### src/rtl/mc_column_sequencer.sv
// -----------------------------------------------------------------------------
// mc_column_sequencer
//
// Purpose:
//   Time-multiplexes one shared 32-bit (Inv)MixColumns column datapath over a
//   128-bit AES state. A state is accepted on a valid/ready input port, its four
//   columns are presented to the external datapath one per cycle (column 0
//   first), the returned columns are collected, and the complete state is
//   offered on a valid/ready output port. This block does no GF(2^8) math.
//
// Parameters:
//   DP_LAT  datapath latency: 0 = combinational return, 1 = registered return
//   NCOL    columns per state; only 4 is legal
//
// Configuration macro:
//   INVMC_SEQ_EN  defined   : in_inv is latched at accept and drives dp_inv
//                 undefined : in_inv is ignored and dp_inv is tied low
//
// Ports:
//   clk        in   1    clock, rising edge
//   rst        in   1    synchronous active-high reset
//   in_valid   in   1    input state valid
//   in_ready   out  1    sequencer can accept a state (IDLE only)
//   in_state   in   128  state; column i = in_state[127-32*i -: 32]
//   in_inv     in   1    1 = InvMixColumns, sampled at accept
//   in_skip    in   1    1 = bypass, state returned unmodified
//   dp_col     out  32   column presented to the datapath {a0,a1,a2,a3}
//   dp_inv     out  1    direction select to the datapath
//   dp_res     in   32   datapath result {b0,b1,b2,b3}
//   out_valid  out  1    result state valid
//   out_ready  in   1    consumer accepts result
//   out_state  out  128  result state, same ordering as in_state
//   busy       out  1    high whenever the FSM is not IDLE
// -----------------------------------------------------------------------------
module mc_column_sequencer #(
   parameter int DP_LAT = 0,
   parameter int NCOL   = 4
) (
   input  logic         clk,
   input  logic         rst,
   input  logic         in_valid,
   output logic         in_ready,
   input  logic [127:0] in_state,
   input  logic         in_inv,
   input  logic         in_skip,
   output logic [31:0]  dp_col,
   output logic         dp_inv,
   input  logic [31:0]  dp_res,
   output logic         out_valid,
   input  logic         out_ready,
   output logic [127:0] out_state,
   output logic         busy
);

   // Configuration sanity: the column walk below is hard-wired for 4 columns
   // and a datapath latency of 0 or 1.
   generate
      if (NCOL != 4) begin : g_ncol_err
         $error("mc_column_sequencer: NCOL must be 4");
      end
      if (DP_LAT != 0 && DP_LAT != 1) begin : g_lat_err
         $error("mc_column_sequencer: DP_LAT must be 0 or 1");
      end
   endgenerate

   typedef enum logic [1:0] {
      IDLE  = 2'd0,
      ISSUE = 2'd1,
      DRAIN = 2'd2,
      DONE  = 2'd3
   } state_t;

   state_t        state_reg;
   logic [1:0]    col_cnt_reg;
   logic [31:0]   src_reg [4];     // columns of the accepted state
   logic [31:0]   res_reg [4];     // columns returned by the datapath
   logic          in_ready_reg;
   logic          out_valid_reg;
   logic          busy_reg;
   logic [31:0]   dp_col_reg;
   logic          dp_inv_reg;
   logic [127:0]  out_state_reg;

   // Column view of the incoming state, column 0 in the top 32 bits.
   logic [31:0]   in_col [4];

   genvar gi;
   generate
      for (gi = 0; gi < 4; gi++) begin : g_in_col
         assign in_col[gi] = in_state[127-32*gi -: 32];
      end
   endgenerate

   // Capture strobe and target column for the datapath return.
   // With a registered datapath the result trails dp_col by one cycle, so the
   // first ISSUE cycle has nothing to capture and DRAIN picks up column 3.
   // col_cnt stays at 3 through DRAIN, which is exactly the column captured.
   logic          wr_en;
   logic [1:0]    wr_idx;

   always_comb begin
      wr_en  = 1'b0;
      wr_idx = col_cnt_reg;
      if (DP_LAT == 0) begin
         wr_en  = (state_reg == ISSUE);
         wr_idx = col_cnt_reg;
      end else begin
         wr_en  = ((state_reg == ISSUE) && (col_cnt_reg != 2'd0)) ||
                  (state_reg == DRAIN);
         wr_idx = (state_reg == DRAIN) ? col_cnt_reg : col_cnt_reg - 2'd1;
      end
   end

   // The final capture is always column 3; columns 0..2 are already in res_reg.
   logic [127:0]  final_state;
   assign final_state = {res_reg[0], res_reg[1], res_reg[2], dp_res};

   always_ff @(posedge clk) begin
      if (rst) begin
         state_reg     <= IDLE;
         col_cnt_reg   <= 2'd0;
         in_ready_reg  <= 1'b1;
         out_valid_reg <= 1'b0;
         busy_reg      <= 1'b0;
         dp_col_reg    <= 32'd0;
         dp_inv_reg    <= 1'b0;
         out_state_reg <= 128'd0;
      end else begin
         if (wr_en) begin
            res_reg[wr_idx] <= dp_res;
         end

         case (state_reg)
            IDLE: begin
               if (in_valid) begin
                  for (int i = 0; i < 4; i++) begin
                     src_reg[i] <= in_col[i];
                  end
`ifdef INVMC_SEQ_EN
                  dp_inv_reg <= in_inv;
`endif
                  in_ready_reg <= 1'b0;
                  busy_reg     <= 1'b1;
                  if (in_skip) begin
                     state_reg     <= DONE;
                     out_state_reg <= in_state;
                     out_valid_reg <= 1'b1;
                  end else begin
                     state_reg   <= ISSUE;
                     col_cnt_reg <= 2'd0;
                     // Pre-load column 0 so it is on dp_col during the
                     // first ISSUE cycle.
                     dp_col_reg  <= in_col[0];
                  end
               end
            end

            ISSUE: begin
               if (col_cnt_reg == 2'd3) begin
                  // dp_col and col_cnt hold their last values from here on.
                  if (DP_LAT == 0) begin
                     state_reg     <= DONE;
                     out_state_reg <= final_state;
                     out_valid_reg <= 1'b1;
                  end else begin
                     state_reg <= DRAIN;
                  end
               end else begin
                  col_cnt_reg <= col_cnt_reg + 2'd1;
                  dp_col_reg  <= src_reg[col_cnt_reg + 2'd1];
               end
            end

            DRAIN: begin
               state_reg     <= DONE;
               out_state_reg <= final_state;
               out_valid_reg <= 1'b1;
            end

            DONE: begin
               // No same-cycle re-accept: IDLE must be visited first.
               if (out_ready) begin
                  state_reg     <= IDLE;
                  out_valid_reg <= 1'b0;
                  in_ready_reg  <= 1'b1;
                  busy_reg      <= 1'b0;
               end
            end

            default: begin
               state_reg <= IDLE;
            end
         endcase
      end
   end

`ifndef INVMC_SEQ_EN
   // Forward-only build: direction input is not used.
   logic unused_in_inv;
   assign unused_in_inv = in_inv;
`endif

   assign in_ready  = in_ready_reg;
   assign out_valid = out_valid_reg;
   assign busy      = busy_reg;
   assign dp_col    = dp_col_reg;
   assign dp_inv    = dp_inv_reg;
   assign out_state = out_state_reg;

endmodule
### config.mk
export PLATFORM = sky130hd
export DESIGN_NAME = mc_column_sequencer
export DESIGN_NICKNAME = d
export VERILOG_FILES = /design/src/rtl/mc_column_sequencer.sv
export SDC_FILE = /design/constraint.sdc
export NUM_CORES = 1
export LEC_CHECK = 0
export CAP_MARGIN = 25
export CELL_PAD_IN_SITES_DETAIL_PLACEMENT = 0
export CELL_PAD_IN_SITES_GLOBAL_PLACEMENT = 1
export CORE_ASPECT_RATIO = 0.8
export CORE_UTILIZATION = 41
export CTS_CLUSTER_SIZE = 16
export DETAILED_ROUTE_END_ITERATION = 8
export GPL_TIMING_DRIVEN = 0
export PLACE_DENSITY_LB_ADDON = 0.1
export SLEW_MARGIN = 20
export SYNTH_ARGS = -nofsm -noshare
export SYNTH_HDL_FRONTEND = slang
export SYNTH_SLANG_ARGS = --single-unit
### constraint.sdc
create_clock -name clk -period 6.5 [get_ports clk]
set_input_delay 1.3 -clock clk [delete_from_list [all_inputs] [get_ports clk]]
set_output_delay 1.3 -clock clk [all_outputs]
set_load 0.01 [all_outputs]
### Yosys cells after proc, flatten, opt, wreduce, memory -nomap -nowiden

Memories as Yosys holds them, arrays and structs flattened.
Cells that the tools add are included.

* register bits after elaboration: 167
* latch bits: 0
* bits in writable memories: 256
* memory bits (read-only): 0
* memories kept: 2

Memories
* res_reg: words 4, width 32, read ports 3, clocked after Yosys merged registers in 0, wr ports 1, line 76 `logic [31:0] res_reg [4];`
* src_reg: words 4, width 32, read ports 1, clocked after Yosys merged registers in 0, wr ports 4, line 75 `logic [31:0] src_reg [4];`

* add/subtract/negate cells: 1
* multiply operators: 0
* divide/modulo/power cells: 0
* order comparisons: 0
* equality and inequality tests: 10
* shifts and indexed selects: 0
* mux-type cells: 34
* bitwise gates (word level): 0
* reduce and logical (&&, ||, !) cells: 9

Operators with widths (number)
* 128-bit two-way mux: 3
* 128-bit case mux with 3 select lines: 1
* 32-bit two-way mux: 3
* 32-bit case mux with 2 select lines: 1
* 1-bit two-way mux: 14
* 2-bit two-way mux: 7
* 4-bit AND reduction: 3
* 2-bit inequality test (second input constant): 5
* 2-bit case mux with 4 select lines: 1
* 2-bit == test (second input constant): 3
* 3-bit AND reduction: 2
* 1-bit case mux with 2 select lines: 2
* 1-bit case mux with 4 select lines: 1
* 2-bit case mux with 2 select lines: 1
* 2-bit nonzero test: 2
* 3-bit nonzero test: 1
* 2-bit by 1-bit adder with 2-bit output (second input constant): 1
* 2-bit by 1-bit == test with 1-bit output (second input constant): 1
* 2-bit zero test: 1
* 2-bit by 1-bit inequality test with 1-bit output (second input constant): 1

### Depth between registers and ports, before layout

* depth in word-level cells: 4
* mapped depth: 10
* depth with buffers taken out: 6

### Worst setup path after synthesis

Ideal clock, no wire load.

* path type: input to register
* start: input port rst
* end: memory src_reg[0][0] (enable)
* setup time: 0.504 ns
* arrival time: 4.511 ns
* required time: 5.996 ns
* path slack: 1.485 ns
* stages on the path: 2
* buffers on the path: 1
* cell sequence: buf_2 > and3b_1

RTL lines
* start, declared: line 40 `input logic rst,`
* end, declared: line 75

### Worst setup path in the final report

* start: register col_cnt_reg[0]
* end: register dp_col_reg[6], in the netlist dp_col[6]

* longest elaborated chain between the ends: 4
* elaborated cells between the ends (all ways): 7
* classes of those cells: add/sub (1); eq/ne (2); mux (2); reduce/logical (1); memory (1)

Ends and longest elaborated chain
* start, declared: line 74 `logic [1:0] col_cnt_reg;`
* start signal, assigned: line 169 `col_cnt_reg <= col_cnt_reg + 2'd1;`
* 2-bit by 1-bit adder with 2-bit output: line 170 `dp_col_reg <= src_reg[col_cnt_reg + 2'd1];`
* memory 4 x 32 bit
* 32-bit two-way mux: line 159 `if (col_cnt_reg == 2'd3) begin`
* 32-bit case mux with 2 select lines: line 133 `case (state_reg)`
* end signal, assigned: line 153 `dp_col_reg <= in_col[0];`
* end signal, assigned: line 170
* end, declared: line 80 `logic [31:0] dp_col_reg;`

Several ways; a longest one is shown, not always the timed one. The select of a mux whose other input is x is not followed.
A chain may end at the register's enable or synchronous reset.

==> results.toml <==
[status]
status = "finished clean"

[clock_network]
ctsResizeCount = 0
hold_buffers = 0
cts_made_buffers = 40
clockBufferDepth = 3
clockRootBuffer = "clkbuf_16"
insertion_delay_ps = 540
cts-htree-levels = 2
cts.sinks = 391
cts_tree = "yes"
cts.clk_slew.worst_paths_ps = 60
cts_setup_buffers = 0

[yosys]
ys_warn_count = 0
syn_area_um2 = 15300
synth_top_area_cell = "edfxtp_1"
synthDistinctLibCells = 32
avgSynthCellArea_um2 = 13.3
synth_top_cell_area_share_pct = 44.0
synth_seq_cells = 391
yosysSeqAreaShare_pct = 65.8
syn_nets = 1322
synthTopCellsByArea = "edfxtp_1 (44%), dfxtp_1 (22%), mux2i_1 (13%), a211oi_1 (5.5%), nor2_1 (4.1%)"
synthCells = 1146

[critical_path]
r2r_cells = 10
end_kind = "flip-flop"
reg2reg_slack_ps = 3450
r2r_start = "col_cnt_reg[0]$_SDFFE_PP0P_"
start_kind = "flip-flop"
crit_fanout = 10
cp_data_arrival_time_ps = 3440
rr_endpoint = "dp_col[6]$_SDFFE_PP0P_"
worstSetupPathType = "reg -> reg"
worstPathRequired_ps = 6890

[global_routing]
grt_pass1_wl_mm = 71.7
grt_overflow = 0
grt_pass1_vias = 10769
grt_max_degree = 41
grt_antenna_before_repair = 5
grtUsageTotal_pct = 26.1

[routing]
drc = 0
num_vias = 10738
post_drt_wl_per_cell_um = 24.4
wl_mm = 49.7
avgViaCountPerCell = 5.27
ant_nets = 0
first_pass_iters = 5
drt_iter0_markers = 731

[die]
row_count = 62
io-pin-count = 330
dieWidth_um = 218
start_util_pct = 42.1
die_height_um = 175
core_um2 = 36300
dieArea_um2 = 38100

[sta]
hold_viol_final = 0
clock_skew_ps = 22.0
slew_headroom_pct = 36.0
layout_min_cycle_time_ps = 3050
finalCritPeriodShare_pct = 46.9
setup_viol_count_final = 0
fmax_mhz = 328
tightest_slew_ps = 959
drv_slew = 0
rsz0062_at_grt = "false"

[placement]
dp_hpwl_mm = 35.5
io_buffers = 326
globalplace.congestion = 0.811
dpl_cell_area_um2 = 19300
dp_cells = 1958

[worst_hold_path]
hold_start = "dp_col[23]$_SDFFE_PP0P_"
worstHoldEndpoint = "dp_col[23]$_SDFFE_PP0P_"
hp-class = "reg -> reg"
hold_depth = 2

[layout]
multi_input_area_um2 = 4710
drive_gt1_share_pct = 9.99
seq_area_um2 = 10100
final_nets = 1696
finish.instance_area_um2 = 20600
fill_cells = 3129
post_layout_nonfiller_instances = 2036
syn_to_final_growth_pct = 34.5

[pwr]
p_leak_uw = 0.00722
p_per_area_nw_per_um2 = 496
ir_drop_uv = 193

[flow_run]
cap_viol_max_count = 0
## layer usage
layer / vias up / global-route usage, % / wire length (µm)
met4: 2 / 6.29 / 855
li1: 5009 / - / -
met3: 52 / 6.34 / 3750
met2: 377 / 40.8 / 22700
met5: - / 0 / 13
met1: 5298 / 36.5 / 22400
## synthesized netlist by cell type, drive strengths merged
library cell,instances
and2,4
nand2,3
ha,10
a211o,1
a2111oi,1
edfxtp,224
nor2,166
nor3,66
nand3,3
nand2b,3
dfxtp,167
a211oi,133
buf,61
and2b,1
o22ai,32
a21oi,5
o31ai,1
mux2i,193
inv,8
and3b,1
nor2b,34
or3,1
conb,1
clkbuf,27
## cells by family (layout without fill, tap and decap cells)
| family | Yosys count | in the layout | synth area share, % |
|---|---|---|---|
| AO/OA/AOI/OAI | 173 | 173 | 8.97 |
| adder cells (fa/ha/maj) | 10 | 10 | 0.818 |
| buffers and inverters | 96 | 501 | 3.40 |
| flip-flops | 391 | 391 | 65.8 |
| multiplexers | 193 | 193 | 12.6 |
| other | 1 | 6 | 0.0245 |
| AND/OR/NAND/NOR | 282 | 282 | 8.33 |
## how the worst max path moves through the flow
stage / cells past startpoint / slack [ps] / from / end
2_1_floorplan: 2 / 1480 / rst / src_reg[0][0]$_DFFE_PP_
3_3_place_gp: 3 / -680 / in_valid / in_ready$_SDFFE_PP1P_
3_5_place_dp: 6 / 3200 / in_valid / out_state[67]$_SDFFE_PP0P_
4_1_cts: 10 / 3480 / col_cnt_reg[0]$_SDFFE_PP0P_ / dp_col[31]$_SDFFE_PP0P_
5_1_grt: 10 / 3320 / col_cnt_reg[0]$_SDFFE_PP0P_ / dp_col[31]$_SDFFE_PP0P_
6_report: 10 / 3450 / col_cnt_reg[0]$_SDFFE_PP0P_ / dp_col[6]$_SDFFE_PP0P_
## power by group
group | internal, µW | leakage (µW) | total [µW] | switching, µW
registers | 3220 | 0.00342 | 3510 | 291
logic | 1930 | 0.00317 | 4450 | 2520
clock network | 1280 | 0.000623 | 2230 | 954
## cells in the final DEF, fill, tap and decap left out, types with 4 or more instances in the layout
master / count
clkdlybuf4s50_1: 326
edfxtp_1: 224
mux2i_1: 193
dfxtp_1: 167
nor2_1: 166
a211oi_1: 112
nor3_1: 66
clkbuf_16: 41
clkbuf_1: 39
buf_2: 35
nor2b_1: 34
o22ai_1: 32
buf_4: 20
a211oi_2: 20
ha_1: 10
clkbuf_8: 10
inv_1: 8
diode_2: 5
buf_6: 5
clkinv_2: 5
buf_12: 5
a21oi_1: 4
## worst max-delay path, cell delays in order, from the launching register on
cell and delay [ps]:
dfxtp_1 380, buf_2 150, buf_4 230, buf_4 290
inv_1 110, ha_1 320, nand2_1 280, clkbuf_1 590
o22ai_1 200, nor3_1 250, nor3_1 80
## final cells by class
| cell class | instances | share of cell area, % |
|---|---|---|
| Antenna cell | 5 | 0.0608 |
| Buffer | 88 | 2.38 |
| Clock buffer | 64 | 5.89 |
| Clock inverter | 9 | 0.262 |
| Inverter | 8 | 0.146 |
| Multi-Input combinational cell | 659 | 22.9 |
| Sequential cell | 391 | 48.9 |
| Tap cell | 480 | 2.92 |
| Timing Repair Buffer | 332 | 16.5 |
## metrics by stage
step / utilization (%) / TNS, ps / setup WS [ps] / power, µW / hold WS (ps)
after floorplan: - / 0 / 1480 / 5980 / 465
after global placement: 52.8 / -86000 / -680 / 7970 / 478
after detailed placement: 53.1 / 0 / 3200 / 8020 / 480
after CTS: 56.6 / 0 / 3480 / 10300 / 491
after global routing: 56.7 / 0 / 3320 / 10700 / 498
final: 56.7 / 0 / 3450 / 10200 / 489
(Power assumes the default switching activity.)
